==> src/rtl/ncore_psum_norm_pkg.sv <==
`default_nettype none
// ============================================================================
// Package : norm_pkg
// Brief   : Shared types and sizing helpers for the N-channel psum normalizer.
// Rev     : 1.0  initial release
// ============================================================================
package norm_pkg;

  typedef enum logic [1:0] {
    COLLECT = 2'd0,
    DIV     = 2'd1,
    OUT     = 2'd2
  } norm_state_t;

  // Index width for a count of n items, never narrower than one bit.
  function automatic int clog2_min1(input int n);
    return (n <= 2) ? 1 : $clog2(n);
  endfunction

  // Number of elements held per frame.
  function automatic int elem_cnt(input int nch, input int col);
    return nch * col;
  endfunction

  // Accumulator width that holds |-2^(bw-1)| summed over every element.
  function automatic int sum_w(input int bw, input int nch, input int col);
    return bw + $clog2(nch * col);
  endfunction

  // Magnitude of a sign-extended element.
  function automatic logic [31:0] abs32(input logic signed [31:0] v);
    return (v < 0) ? -v : v;
  endfunction

endpackage
`default_nettype wire

==> src/rtl/ncore_psum_norm_serial_div.sv <==
`default_nettype none
// ============================================================================
// Module  : norm_serial_div
// Brief   : Restoring serial divider, one quotient bit per cycle, F+1 bits.
//           done is a level that rises one cycle after the final iteration
//           and holds (with the quotient) until the next start.
// Rev     : 1.0  initial release
// ============================================================================
module norm_serial_div #(
  parameter int SUM_W = 15,
  parameter int F     = 11
) (
  input  logic               clk,
  input  logic               reset,
  input  logic               i_start,
  input  logic [SUM_W+F-1:0] i_dividend,
  input  logic [SUM_W-1:0]   i_divisor,
  output logic               o_done,
  output logic [F:0]         o_quot
);

  localparam int CW = $clog2(F + 2);

  logic [SUM_W-1:0] r_rem;
  logic [SUM_W-1:0] r_dvs;
  logic [F:0]       r_lo;
  logic [F:0]       r_q;
  logic [CW-1:0]    r_cnt;
  logic             r_busy;
  logic             r_done;
  logic [SUM_W:0]   w_sh;
  logic [SUM_W:0]   w_sub;
  logic             w_ge;

  // The partial remainder always stays below the divisor, so the trial
  // difference fits SUM_W+1 bits and its MSB is the borrow.
  assign w_sh  = {r_rem, r_lo[F]};
  assign w_sub = w_sh - {1'b0, r_dvs};
  assign w_ge  = ~w_sub[SUM_W];

  // Load operands on start, then shift in one dividend bit per cycle.
  // The high dividend bits seed the remainder; they are below the divisor
  // whenever |p| <= S, so only F+1 quotient bits are needed.
  always_ff @(posedge clk or posedge reset) begin
    if (reset) begin
      r_rem  <= '0;
      r_dvs  <= '0;
      r_lo   <= '0;
      r_q    <= '0;
      r_cnt  <= '0;
      r_busy <= 1'b0;
      r_done <= 1'b0;
    end else if (i_start) begin
      r_rem  <= {1'b0, i_dividend[SUM_W+F-1:F+1]};
      r_lo   <= i_dividend[F:0];
      r_dvs  <= i_divisor;
      r_q    <= '0;
      r_cnt  <= CW'(F + 1);
      r_busy <= 1'b1;
      r_done <= 1'b0;
    end else if (r_busy) begin
      r_rem <= w_ge ? w_sub[SUM_W-1:0] : w_sh[SUM_W-1:0];
      r_q   <= {r_q[F-1:0], w_ge};
      r_lo  <= {r_lo[F-1:0], 1'b0};
      r_cnt <= r_cnt - CW'(1);
      if (r_cnt == CW'(1)) begin
        r_busy <= 1'b0;
        r_done <= 1'b1;
      end
    end
  end

  assign o_done = r_done;
  assign o_quot = r_q;

endmodule
`default_nettype wire

==> src/rtl/ncore_psum_norm.sv <==
`default_nettype none
// ============================================================================
// Module  : ncore_psum_norm
// Brief   : Collects one signed psum vector per channel, sums |psum| over the
//           frame, then streams |p|/S per element as a fixed-point fraction.
//           Define NORM_SIGN_EN for a signed output (sign re-applied,
//           W_OUT-1 fraction bits); default is an unsigned W_OUT-bit fraction.
// Rev     : 1.0  initial release
// ============================================================================
module ncore_psum_norm
  import norm_pkg::*;
#(
  parameter int NCH     = 2,
  parameter int COL     = 8,
  parameter int BW_PSUM = 11,
  parameter int W_OUT   = 11
) (
  input  logic                         clk,
  input  logic                         reset,
  input  logic [NCH-1:0]               s_valid,
  output logic [NCH-1:0]               s_ready,
  input  logic [NCH*COL*BW_PSUM-1:0]   psum_in,
  output logic                         out_valid,
  input  logic                         out_ready,
  output logic [W_OUT-1:0]             out_data,
  output logic [clog2_min1(NCH)-1:0]   out_ch,
  output logic [clog2_min1(COL)-1:0]   out_idx,
  output logic                         frame_done
);

  localparam int ELEM_CNT = elem_cnt(NCH, COL);
  localparam int SUM_W    = sum_w(BW_PSUM, NCH, COL);
  localparam int CHW      = clog2_min1(NCH);
  localparam int IDXW     = clog2_min1(COL);
  localparam int KW       = clog2_min1(ELEM_CNT);
`ifdef NORM_SIGN_EN
  localparam int F = W_OUT - 1;
`else
  localparam int F = W_OUT;
`endif

  norm_state_t                r_state, w_next_state;
  logic [NCH-1:0]             r_mask, w_mask_next, w_cap, r_s_ready;
  logic [SUM_W-1:0]           r_sum, w_cap_sum;
  logic [NCH*COL*BW_PSUM-1:0] r_vec;
  logic [KW-1:0]              r_k;
  logic [CHW-1:0]             r_ch;
  logic [IDXW-1:0]            r_idx;
  logic                       r_start, r_frame_done;
  logic                       w_last, w_s_zero, w_res_valid, w_out_valid, w_accept;
  logic                       w_div_start, w_div_done;
  logic signed [BW_PSUM-1:0]  w_elem;
  logic [BW_PSUM-1:0]         w_abs;
  logic [F:0]                 w_quot;
  logic [F-1:0]               w_mag;
  logic [W_OUT-1:0]           w_fmt;

  assign w_cap       = s_valid & r_s_ready;
  assign w_s_zero    = (r_sum == '0);
  assign w_last      = (r_k == KW'(ELEM_CNT - 1));
  assign w_res_valid = (r_state == DIV) && !r_start && (w_s_zero || w_div_done);
  assign w_div_start = (r_state == DIV) && r_start && !w_s_zero;
  assign w_elem      = r_vec[r_k*BW_PSUM +: BW_PSUM];
  assign w_abs       = BW_PSUM'(abs32(32'(w_elem)));

  // Magnitude sum of every channel vector captured this cycle.
  always_comb begin
    w_cap_sum = '0;
    for (int c = 0; c < NCH; c++) begin
      for (int j = 0; j < COL; j++) begin
        if (w_cap[c]) begin
          w_cap_sum = w_cap_sum +
            SUM_W'(abs32(32'(signed'(psum_in[(c*COL+j)*BW_PSUM +: BW_PSUM]))));
        end
      end
    end
  end

  // Next state, next capture mask and output handshake.
  always_comb begin
    w_next_state = r_state;
    w_mask_next  = r_mask;
    w_out_valid  = 1'b0;
    case (r_state)
      COLLECT: begin
        w_mask_next = r_mask | w_cap;
        if (&w_mask_next) w_next_state = DIV;
      end
      DIV: begin
        w_out_valid = w_res_valid;
        if (w_res_valid && !out_ready) w_next_state = OUT;
      end
      OUT:     w_out_valid = 1'b1;
      default: w_next_state = COLLECT;
    endcase
    w_accept = w_out_valid && out_ready;
    if (w_accept) begin
      if (w_last) begin
        w_next_state = COLLECT;
        w_mask_next  = '0;
      end else begin
        w_next_state = DIV;
      end
    end
  end

  // State register.
  always_ff @(posedge clk or posedge reset) begin
    if (reset) r_state <= COLLECT;
    else       r_state <= w_next_state;
  end

  // Frame datapath: vector capture, running sum, element walk, pulses.
  always_ff @(posedge clk or posedge reset) begin
    if (reset) begin
      r_mask       <= '0;
      r_s_ready    <= '0;
      r_sum        <= '0;
      r_vec        <= '0;
      r_k          <= '0;
      r_ch         <= '0;
      r_idx        <= '0;
      r_start      <= 1'b0;
      r_frame_done <= 1'b0;
    end else begin
      r_mask       <= w_mask_next;
      r_s_ready    <= (w_next_state == COLLECT) ? ~w_mask_next : '0;
      r_start      <= 1'b0;
      r_frame_done <= 1'b0;
      if (r_state == COLLECT) begin
        r_sum <= r_sum + w_cap_sum;
        for (int c = 0; c < NCH; c++) begin
          if (w_cap[c]) begin
            r_vec[c*COL*BW_PSUM +: COL*BW_PSUM] <= psum_in[c*COL*BW_PSUM +: COL*BW_PSUM];
          end
        end
        if (w_next_state == DIV) r_start <= 1'b1;
      end
      if (w_accept) begin
        if (w_last) begin
          r_k          <= '0;
          r_ch         <= '0;
          r_idx        <= '0;
          r_sum        <= '0;
          r_frame_done <= 1'b1;
        end else begin
          r_start <= 1'b1;
          r_k     <= r_k + KW'(1);
          if (r_idx == IDXW'(COL - 1)) begin
            r_idx <= '0;
            r_ch  <= r_ch + CHW'(1);
          end else begin
            r_idx <= r_idx + IDXW'(1);
          end
        end
      end
    end
  end

  norm_serial_div #(
    .SUM_W(SUM_W),
    .F    (F)
  ) u_div (
    .clk       (clk),
    .reset     (reset),
    .i_start   (w_div_start),
    .i_dividend({SUM_W'(w_abs), {F{1'b0}}}),
    .i_divisor (r_sum),
    .o_done    (w_div_done),
    .o_quot    (w_quot)
  );

  // A quotient of exactly 2^F only occurs when |p| == S; clamp it.
  assign w_mag = w_quot[F] ? '1 : w_quot[F-1:0];

`ifdef NORM_SIGN_EN
  assign w_fmt = w_elem[BW_PSUM-1] ? (~{1'b0, w_mag} + W_OUT'(1)) : {1'b0, w_mag};
`else
  assign w_fmt = w_mag;
`endif

  assign s_ready    = r_s_ready;
  assign out_valid  = w_out_valid;
  assign out_data   = (w_out_valid && !w_s_zero) ? w_fmt : '0;
  assign out_ch     = r_ch;
  assign out_idx    = r_idx;
  assign frame_done = r_frame_done;

endmodule
`default_nettype wire

==> config.mk <==
export PLATFORM = sky130hd
export DESIGN_NAME = ncore_psum_norm
export DESIGN_NICKNAME = d
export VERILOG_FILES = /design/src/rtl/ncore_psum_norm_pkg.sv /design/src/rtl/ncore_psum_norm_serial_div.sv /design/src/rtl/ncore_psum_norm.sv
export SDC_FILE = /design/constraint.sdc
export NUM_CORES = 1
export LEC_CHECK = 0
export BUFFER_PORTS_ARGS = -buffer_cell sky130_fd_sc_hd__buf_2
export CELL_PAD_IN_SITES_DETAIL_PLACEMENT = 1
export CELL_PAD_IN_SITES_GLOBAL_PLACEMENT = 1
export CORE_AREA = 8 8 232 234
export CTS_BUF_LIST = sky130_fd_sc_hd__clkbuf_4 sky130_fd_sc_hd__clkbuf_8
export DETAILED_ROUTE_END_ITERATION = 10
export DIE_AREA = 0 0 240 242
export PLACE_DENSITY_LB_ADDON = 0.1
export SLEW_MARGIN = 30
export SYNTH_ARGS = -nofsm -noshare
export SYNTH_HDL_FRONTEND = slang
export SYNTH_HIERARCHICAL = 1
export SYNTH_SLANG_ARGS = --single-unit
==> constraint.sdc <==
create_clock -name clk -period 24.3 [get_ports clk]
set_input_delay 2.43 -clock clk [delete_from_list [all_inputs] [get_ports clk]]
set_output_delay 2.43 -clock clk [all_outputs]
set_load 0.005 [all_outputs]
# ---- Word level (Yosys, flattened, before mapping)
# Cells that the tools add are included.
dict set report op_classes {
  addsub 38
  n_mul 1
  n_lt_le_gt_ge 17
  n_eq_ne 6
  shifts 1
  n_mux 74
  bitwise 4
  reduce_logical 22
}
# cell n
set op_table {}
lappend op_table {{$mux W15} 38}
lappend op_table {{$add A15 B15 Y15} 16}
lappend op_table {{$neg A11 Y15} 16}
lappend op_table {{$lt A11 B1 Y1 const B} 17}
lappend op_table {{$shiftx A176 B9 Y11} 1}
lappend op_table {{$mux W12} 4}
lappend op_table {{$mux W11} 3}
lappend op_table {{$sub A16 B15 Y16} 1}
lappend op_table {{$logic_not A15 Y1} 1}
lappend op_table {{$mux W1} 15}
lappend op_table {{$mux W2} 7}
lappend op_table {{$mux W4} 3}
lappend op_table {{$neg A11 Y11} 1}
lappend op_table {{$reduce_and A2 Y1} 5}
lappend op_table {{$mul A4 B4 Y8 const B} 1}
lappend op_table {{$logic_and A1 B1 Y1} 7}
lappend op_table {{$mux W3} 2}
lappend op_table {{$pmux W2 S3} 1}
lappend op_table {{$reduce_bool A2 Y1} 3}
lappend op_table {{$add A4 B1 Y4 const B} 1}
lappend op_table {{$eq A2 B1 Y1 const B} 2}
lappend op_table {{$eq A4 B1 Y1 const B} 1}
lappend op_table {{$eq A4 B4 Y1 const B} 1}
lappend op_table {{$logic_not A2 Y1} 2}
lappend op_table {{12 further kinds} 14}
dict set report totals {
  reg_bits 267
  elab_cells 181
}

# ---- Longest topological paths before layout
# Gate-level depths: netlist (run 1).
dict set report depth {
  ltp_word 37
  ltp_mapped 88
  depth_no_buf 88
}

# ---- Modules after synthesis
# The synthesis (run 1) kept the hierarchy.
# mod n_inst cells_per_inst area_per_inst_um2 seq_area_each_um2
set modules_own_cells {}
lappend modules_own_cells {ncore_psum_norm 1 2555 22670.5 5180.0}
lappend modules_own_cells {norm_serial_div 1 368 3510.9 1501.4}

# ---- Worst setup path after synthesis (run 1)
# No wires, ideal clock.
dict set report synth_timing {
  path_type {input-to-reg}
  from {input s_valid[0]}
  to {register r_sum[14]}
  setup_ps 128
  arrival_time_ps 18143
  required_time_ps 24172
  slack_ps 6029
  stages 80
  path_buffers 3
  path_cell_list {nand2_1 > clkbuf_1 > clkbuf_1 > clkbuf_1 > nor2_1 > ha_1 > and3_1 > ha_1 > fa_1 > and3_1 > fa_1 > and3_1 > inv_1 > fa_1 > nor2b_1 > o21ai_0 > nand2b_1 > and2_1 > [44 not listed] > ha_1 > or3_1 > nand2_1 > o21ai_0 > ha_1 > o21a_1 > o21ai_0 > nand2b_1 > a31o_2 > xnor2_1 > xnor3_1 > and3_1 > a221o_1 > o21a_1 > or3_1 > a21oi_1 > mux2i_1 > mux2_1}
}
dict set report synth_via {
  elab_chain_cells 36
}
# element line_no
set synth_rtl {}
lappend synth_rtl {{start, declared} ncore_psum_norm.sv:20} ;# input logic [NCH-1:0] s_valid,
lappend synth_rtl {{$and A2 B2 Y2 (*)} ncore_psum_norm.sv:58} ;# assign w_cap = s_valid & r_s_ready;
lappend synth_rtl {{$mux W15} ncore_psum_norm.sv:71} ;# if (w_cap[c]) begin
lappend synth_rtl {{$add A15 B15 Y15} ncore_psum_norm.sv:72} ;# w_cap_sum = w_cap_sum +
lappend synth_rtl {{$mux W15} ncore_psum_norm.sv:71}
lappend synth_rtl {{$add A15 B15 Y15} ncore_psum_norm.sv:72}
lappend synth_rtl {{$mux W15} ncore_psum_norm.sv:71}
lappend synth_rtl {{$add A15 B15 Y15} ncore_psum_norm.sv:72}
lappend synth_rtl {{$mux W15} ncore_psum_norm.sv:71}
lappend synth_rtl {{[20 not listed]} n/a}
lappend synth_rtl {{$add A15 B15 Y15} ncore_psum_norm.sv:72}
lappend synth_rtl {{$mux W15 (*)} ncore_psum_norm.sv:71}
lappend synth_rtl {{$add A15 B15 Y15} ncore_psum_norm.sv:72}
lappend synth_rtl {{$mux W15 (*)} ncore_psum_norm.sv:71}
lappend synth_rtl {{$add A15 B15 Y15 (*)} ncore_psum_norm.sv:131} ;# r_sum <= r_sum + w_cap_sum;
lappend synth_rtl {{$mux W15 (*)} ncore_psum_norm.sv:130} ;# if (r_state == COLLECT) begin
lappend synth_rtl {{$mux W15} ncore_psum_norm.sv:140} ;# if (w_last) begin
lappend synth_rtl {{$mux W15 (*)} ncore_psum_norm.sv:139} ;# if (w_accept) begin
lappend synth_rtl {{end signal, assigned} ncore_psum_norm.sv:131}
lappend synth_rtl {{end, declared} ncore_psum_norm.sv:44} ;# logic [SUM_W-1:0] r_sum, w_cap_sum;
# Every way passes the cells marked *; elsewhere a longest branch is shown, timed or not.
# A chain may end at the register's enable or synchronous reset.

# ---- Final worst setup path (run 1)
# Ends and elaborated chain as after synthesis.

==> reports/metrics.cfg, run 1 <==
[timing]
slew_headroom_pct=39.7
rsz0062_at_grt=false
worst_slew_pin_slew_ns=0.905
finalCritPeriodShare_pct=78.9
fin_crit_ns=19.18
fmax_ghz=0.0521
fin_ws_ns=5.12
setup_viol=0
slew_viol_final=0
fin_setup_tns_ns=0
finalHoldViolCount=0
skew_ns=0.0381

[synthesis]
synth-compound-area-share_pct=18.0
yosys-top-cells-area=dfrtp_1, ha_1, xnor2_1
synthXorXnorAreaFrac_pct=12.3
syn_inst=2923
synth_fa_ha_area_share_pct=13.9
synthDistinctLibCells=81
synth.largest_area_cell=dfrtp_1
synth_top_family_by_area=compound AO/OA/AOI/OAI gates
synth_top_area_share_pct=25.5
syn_area_per_cell_um2=8.96
yosysSeqAreaShare_pct=25.5
synth_edf_count=0
synthMuxAreaShare_pct=12.9
synthSimpleGateAreaFrac_pct=13.4
synth-seq-cells=267
synth_area_mm2=0.0262
async_reset_ff_share_pct=100
ys.warnings.count=6
ys.flop_type=dfrtp_1

[floorplanning]
initial_utilization_pct=51.9
rows=83
die_h_um=242
design.die.area_mm2=0.0581
dieWidth_um=240
ios=200
coreArea_mm2=0.0505

[cts]
cts_buffers=51
ctsHoldBuffers=0
cts_root_buf=clkbuf_8
cts_sinks=267
clkTransAtPathRegs_ns=0.07
clk_latency_ns=0.66
clock_path_buffers=3
postCtsResizedCells=0
cts_setup_buffers=0
cts_tree=done
htreeDepth=2

[global_routing]
grt_pass1_wl_um=138000
overflow=0
grt_pass1_vias=25300
antenna_found_initial=7
gr-usage-all-layers_pct=29.5
grt_max_degree=89

[setup_path]
required_ns=24.85
cpMaxStageDelayCell=a211oi_1
start_kind=input pin
arrival_ns=19.72
slowest_delay_ns=0.57
end_kind=flip-flop
worstSetupPathType=input pin to flip-flop
crit_fanout=27
worst-path-buf-inv=2
cp_top_family=adder cells
crit_top_cell=ha_1

[placed_design]
portBuffers=199
dp.cells=3770
pre_cts_slack_ns=4.58
dp_hpwl_um=67800
place.gp.congestion=0.919

[route]
drc=0
ant_nets=0
avgRoutedWirePerCell_um=22.2
firstDrtPassIters=5
viasPerCell=5.97
drt_iter0_drc=1164
wl_um=85800
num_vias=23100

[pwr]
peakVddDrop_uv=58.7
p_leak_nw=14.1
pwr_density_cell_mw_per_mm2=100
power.total_mw=2.93

[outcome]
outcome=completed

[flow_run]
maxCapViolCount=0

[min_path]
hp-class=flip-flop to flip-flop

[cells_and_area]
final_cells=3868
syn2layout_area_growth_pct=11.4
drive_gt1_share_pct=17.2
mostFrequentLayoutCells=xnor2_1, ha_1, dfrtp_1, nor2_1, o21ai_0
final_common_cell=xnor2_1
final_nets=3606

## cells by family (layout without fill, tap and decap cells)
logic type,count (synthesis),after routing
XOR/XNOR,353,353
adder cells (fa/ha/maj),282,282
buffers and inverters,276,474
AO/OA/AOI/OAI,756,756
flip-flops,267,267
multiplexers,249,249
AND/OR/NAND/NOR,739,739
other,1,68
## through the flow
stage	instance area, µm²	util (%)	hold slack [ns]
2_1_floorplan	26400	-	0.445
3_3_place_gp	28000	55.5	0.458
3_5_place_dp	28000	55.5	0.470
4_1_cts	29100	57.7	0.482
5_1_grt	29200	57.8	0.510
6_report	29200	57.8	0.480
## final timing paths
check,from,endpoint,slack (ns),cells past startpoint
max reg2reg,s_ready[0],r_sum[14],6.32,75
max in group asynchronous,reset,r_vec[112],20.54,4
min,r_vec[23],r_vec[23],0.48,2
min in group asynchronous,reset,out_idx[0],1.83,2
max,s_valid[0],r_sum[14],5.12,76
min reg2reg,r_vec[23],r_vec[23],0.48,2
## Yosys cell counts, types with 7 or more instances
cell type and number:
buf_1 25, nor3_1 41, fa_1 16, nor4_1 18, o21ai_0 222, mux2i_1 50
o31ai_1 42, nand4_1 10, a21o_1 91, o21bai_1 91, a21oi_1 198, mux4_2 55
a211oi_1 10, nor4b_1 7, nand2_1 223, o41ai_1 12, o21a_1 16, dfrtp_1 267
nand3_1 23, nor2_1 230, nand2b_1 46, and3_1 20, nor2b_1 28, clkbuf_1 82
nor3b_1 19, mux2_2 142, a31oi_1 10, xor2_1 73, xnor2_1 271, and2_1 13
or4_1 10, or3_1 35, ha_1 266, inv_1 166, o21ai_1 14
## sequential cells by signal, summed over array words and instances (netlist names)
register,count
r_vec,176
r_sum,15
u_div/r_dvs,15
u_div/r_rem,15
u_div/o_quot,12
u_div/r_lo,12
r_k,4
u_div/r_cnt,4
out_idx,3
r_mask,2
r_state,2
s_ready,2
frame_done,1
out_ch,1
r_start,1
u_div/o_done,1
u_div/r_busy,1
## worst reg2reg max path, delay by kind of cell, from the launching register on
kind / cells / cell delay (ns)
adder cells (fa/ha/maj): 16 / 5.51
AND/OR/NAND/NOR: 23 / 4.52
buffers and inverters: 1 / 0.08
AO/OA/AOI/OAI: 23 / 4.44
flip-flops: 1 / 0.78
XOR/XNOR: 10 / 2.04
multiplexers: 2 / 0.57
## metal layers
layer / vias to the layer above / part of all wire, % / track usage [%]
li1: 10800 / - / -
met1: 11600 / 43 / 37.0
met2: 532 / 48 / 50.3
met3: 176 / 5.4 / 5.65
met4: 6 / 3.6 / 10.0
met5: - / 0.051 / 0
## power by group
part           total, mW  internal [mW]  switching [mW]  leakage [nW]
combinational       1.59          0.706           0.889          10.2
clock              0.502          0.281           0.220         0.602
sequential         0.831          0.660           0.171          3.30
total               2.93           1.65            1.28          14.1
## final cells by class
| class | count | area [µm²] |
|---|---|---|
| fillers | 6005 | 21300 |
| multi-input cells | 2442 | 18700 |
| flip-flops and latches | 267 | 6690 |
| repair buffers | 215 | 1140 |
| clock buffers | 77 | 978 |
| well taps | 680 | 851 |
| inverters | 166 | 631 |
| clock inverters | 16 | 156 |
| diodes | 5 | 12.5 |
No activity file was read; power rests on OpenSTA's default activity.
==> inputs of run 2 (changes only) <==
--- a/config.mk
+++ b/config.mk
@@ -5,13 +5,14 @@
 export SDC_FILE = /design/constraint.sdc
 export NUM_CORES = 1
 export LEC_CHECK = 0
+export ABC_AREA = 1
 export BUFFER_PORTS_ARGS = -buffer_cell sky130_fd_sc_hd__buf_2
 export CELL_PAD_IN_SITES_DETAIL_PLACEMENT = 1
 export CELL_PAD_IN_SITES_GLOBAL_PLACEMENT = 1
-export CORE_AREA = 8 8 232 234
+export CORE_AREA = 8 8 265 267
 export CTS_BUF_LIST = sky130_fd_sc_hd__clkbuf_4 sky130_fd_sc_hd__clkbuf_8
 export DETAILED_ROUTE_END_ITERATION = 10
-export DIE_AREA = 0 0 240 242
+export DIE_AREA = 0 0 273 275
 export PLACE_DENSITY_LB_ADDON = 0.1
 export SLEW_MARGIN = 30
 export SYNTH_ARGS = -nofsm -noshare
==> constraint.sdc (replaced) <==
create_clock -name clk -period 15.3 [get_ports clk]
set_input_delay 1.53 -clock clk [delete_from_list [all_inputs] [get_ports clk]]
set_output_delay 1.53 -clock clk [all_outputs]
set_load 0.005 [all_outputs]
==> run 2 against run 1 <==
Net effect: the flow now finishes with violations (setup timing); sequential power is 36% higher; count of clock-buffer cells in the layout grew 9; via count up 29%; largest cell class unchanged; die area increased by 29%; routed wire length is 25% higher; total power grew 68%; synthesized cell count grew 38%; clock skew rose by 0.019 ns; synthesized area grew 4.6%; worst setup slack lost 5.3 ns.
==> reports/metrics.cfg, run 2 <==
[synthesis]
synth_top_area_share_pct=24.4
synthDistinctLibCells=65
synth_area_mm2=0.0274
async_reset_ff_share_pct=100
ys.flop_type=dfrtp_1
ys.warnings.count=6
syn_area_per_cell_um2=6.81
yosys-top-cells-area=dfrtp_1, ha_1, nand2_1
synth.largest_area_cell=dfrtp_1
synth-seq-cells=267
yosysSeqAreaShare_pct=24.4
synth_common_cells=nand2_1, inv_1, nor2_1
syn_inst=4023
synth_edf_count=0
synth_most_common_cell=nand2_1

[cts]
cts_sinks=267
clkTransAtPathRegs_ns=0.06
clk_latency_ns=0.68
cts_root_buf=clkbuf_8
htreeDepth=2
cts_buffers=55
cts_tree=done
clock_path_buffers=3

[setup_path]
arrival_ns=16.08
reg2reg_from=s_ready[0]
end_kind=flip-flop
worst-r2r-cell-count=93
crit_fanout=4
slowest_delay_ns=0.53
cpMaxStageDelayCell=fa_2
start_kind=input pin
crit_top_cell=nand2_1
rrSetupSlack_ns=0.14
r2r_end=r_sum[14]
required_ns=15.91
worstSetupPathType=input pin to flip-flop

[min_path]
min_path_cells=1
hold_end=out_ch
hp-class=flip-flop to flip-flop
min_from=out_ch

[floorplanning]
ios=200
dieWidth_um=273
coreArea_mm2=0.0663
design.die.area_mm2=0.0751
die_h_um=275
initial_utilization_pct=41.3
rows=95

[timing]
skew_ns=0.0574
rsz0062_at_grt=true
timing.hold.ws_ns=0.466
finalCritPeriodShare_pct=101
worst_slew_pin_slew_ns=0.930
setup_viol=1
fin_setup_tns_ns=-0.169
finalHoldViolCount=0
fin_ws_ns=-0.169
slew_headroom_pct=37.4
fmax_ghz=0.0646
fin_crit_ns=15.47
slew_viol_final=0

[global_routing]
gr-usage-all-layers_pct=27.0
grt_pass1_wl_um=165000
grt_pass1_vias=30900
overflow=0
antenna_found_initial=1
grt_max_degree=103

[placed_design]
dp.cells=5427
portBuffers=199
place.gp.congestion=0.895
dp_hpwl_um=78700

[cells_and_area]
syn2layout_area_growth_pct=33.3
final_common_cell=nand2_1
mostFrequentLayoutCells=nand2_1, inv_1, buf_4, nor2_1, o21ai_0
fillers=8557
final_cells=5617
regMostFlops=r_vec
final_nets=5165
largest_register_ffs=176
drive_gt1_share_pct=29.7

[outcome]
outcome=finished, violations left
violations=setup timing

[pwr]
p_leak_nw=19.4
peakVddDrop_uv=117
pwr_density_cell_mw_per_mm2=135

[route]
drt_iter0_drc=1753
viasPerCell=5.30
num_vias=29800
drc=0
ant_nets=0
firstDrtPassIters=5
avgRoutedWirePerCell_um=19.2
wl_um=108000

[flow_run]
maxCapViolCount=0

## run 2: logic make-up (layout without fill, tap and decap cells)
logic type               count (synthesis)  after routing  share of synthesized area (%)
flip-flops                             267            267                           24.4
AO/OA/AOI/OAI                          893            893                           18.2
XOR/XNOR                               222            222                           7.18
buffers and inverters                  773           1431                           11.0
other                                    1             64                         0.0137
multiplexers                             8              8                          0.329
adder cells (fa/ha/maj)                282            282                           13.3
AND/OR/NAND/NOR                       1577           1577                           25.6
## run 2: what timing repair did
item / CTS / global route
hold buffers: 0 / 0
setup endpoints to repair: 6 / 8
hold endpoints to repair: 0 / 0
gates resized for setup: 277 / 276
pin swaps: 230 / 211
buffers inserted: 62 / 30
## run 2: worst max-delay path by stage
stage | startpoint | end | slack [ns] | depth (start not counted)
3_5_place_dp | s_valid[0] | r_sum[14] | -2.03 | 97
3_3_place_gp | s_valid[0] | r_sum[14] | -1.52 | 96
6_report | psum_in[11] | r_sum[14] | -0.17 | 94
2_1_floorplan | s_valid[0] | r_sum[14] | 0.03 | 86
4_1_cts | s_valid[0] | r_sum[14] | 0.00002 | 100
5_1_grt | psum_in[11] | r_sum[14] | -1.06 | 107
## run 2: worst max-delay path: cells and delay by family
family	cells	cell delay [ns]
buffers and inverters	21	1.71
AO/OA/AOI/OAI	18	2.51
AND/OR/NAND/NOR	34	3.80
XOR/XNOR	6	1.08
adder cells (fa/ha/maj)	15	5.43
## run 2: report_power, final
part / switching (mW) / internal (mW) / total, mW
Sequential: 0.179 / 0.951 / 1.13
Combinational: 1.88 / 1.09 / 2.97
Clock: 0.361 / 0.456 / 0.817
## run 2: cell type report
type | instances | area (µm²) | area share [%]
Clock buffer | 86 | 1060 | 2.90
Tap cell | 873 | 1090 | 2.99
Multi-Input combinational cell | 3045 | 20300 | 55.7
Clock inverter | 12 | 105 | 0.288
Timing Repair Buffer | 692 | 4790 | 13.1
Antenna cell | 1 | 2.50 | 0.00685
Sequential cell | 267 | 6680 | 18.3
Inverter | 641 | 2430 | 6.66
## run 2: routing by layer
metal | part of all wire (%) | up-vias | wire length [µm] | GRT usage [%]
li1 | - | 14400 | - | -
met1 | 44 | 14600 | 47200 | 34.5
met2 | 50 | 523 | 53600 | 48.2
met3 | 3.4 | 201 | 3650 | 2.73
met4 | 3.0 | 0 | 3210 | 7.21
met5 | 0 | - | 0 | 0
## run 2: metrics by stage
step                      area [µm²]  worst slack (ns)  total power, mW  utilization, %
after floorplan                27600            0.0293             2.92               -
after global placement         32200             -1.52             3.72            48.5
after detailed placement       32200             -2.03             3.80            48.5
after CTS                      34900         0.0000195             4.77            52.6
after global routing           36500             -1.06             5.29            55.0
final                          36500            -0.169             4.91            55.0
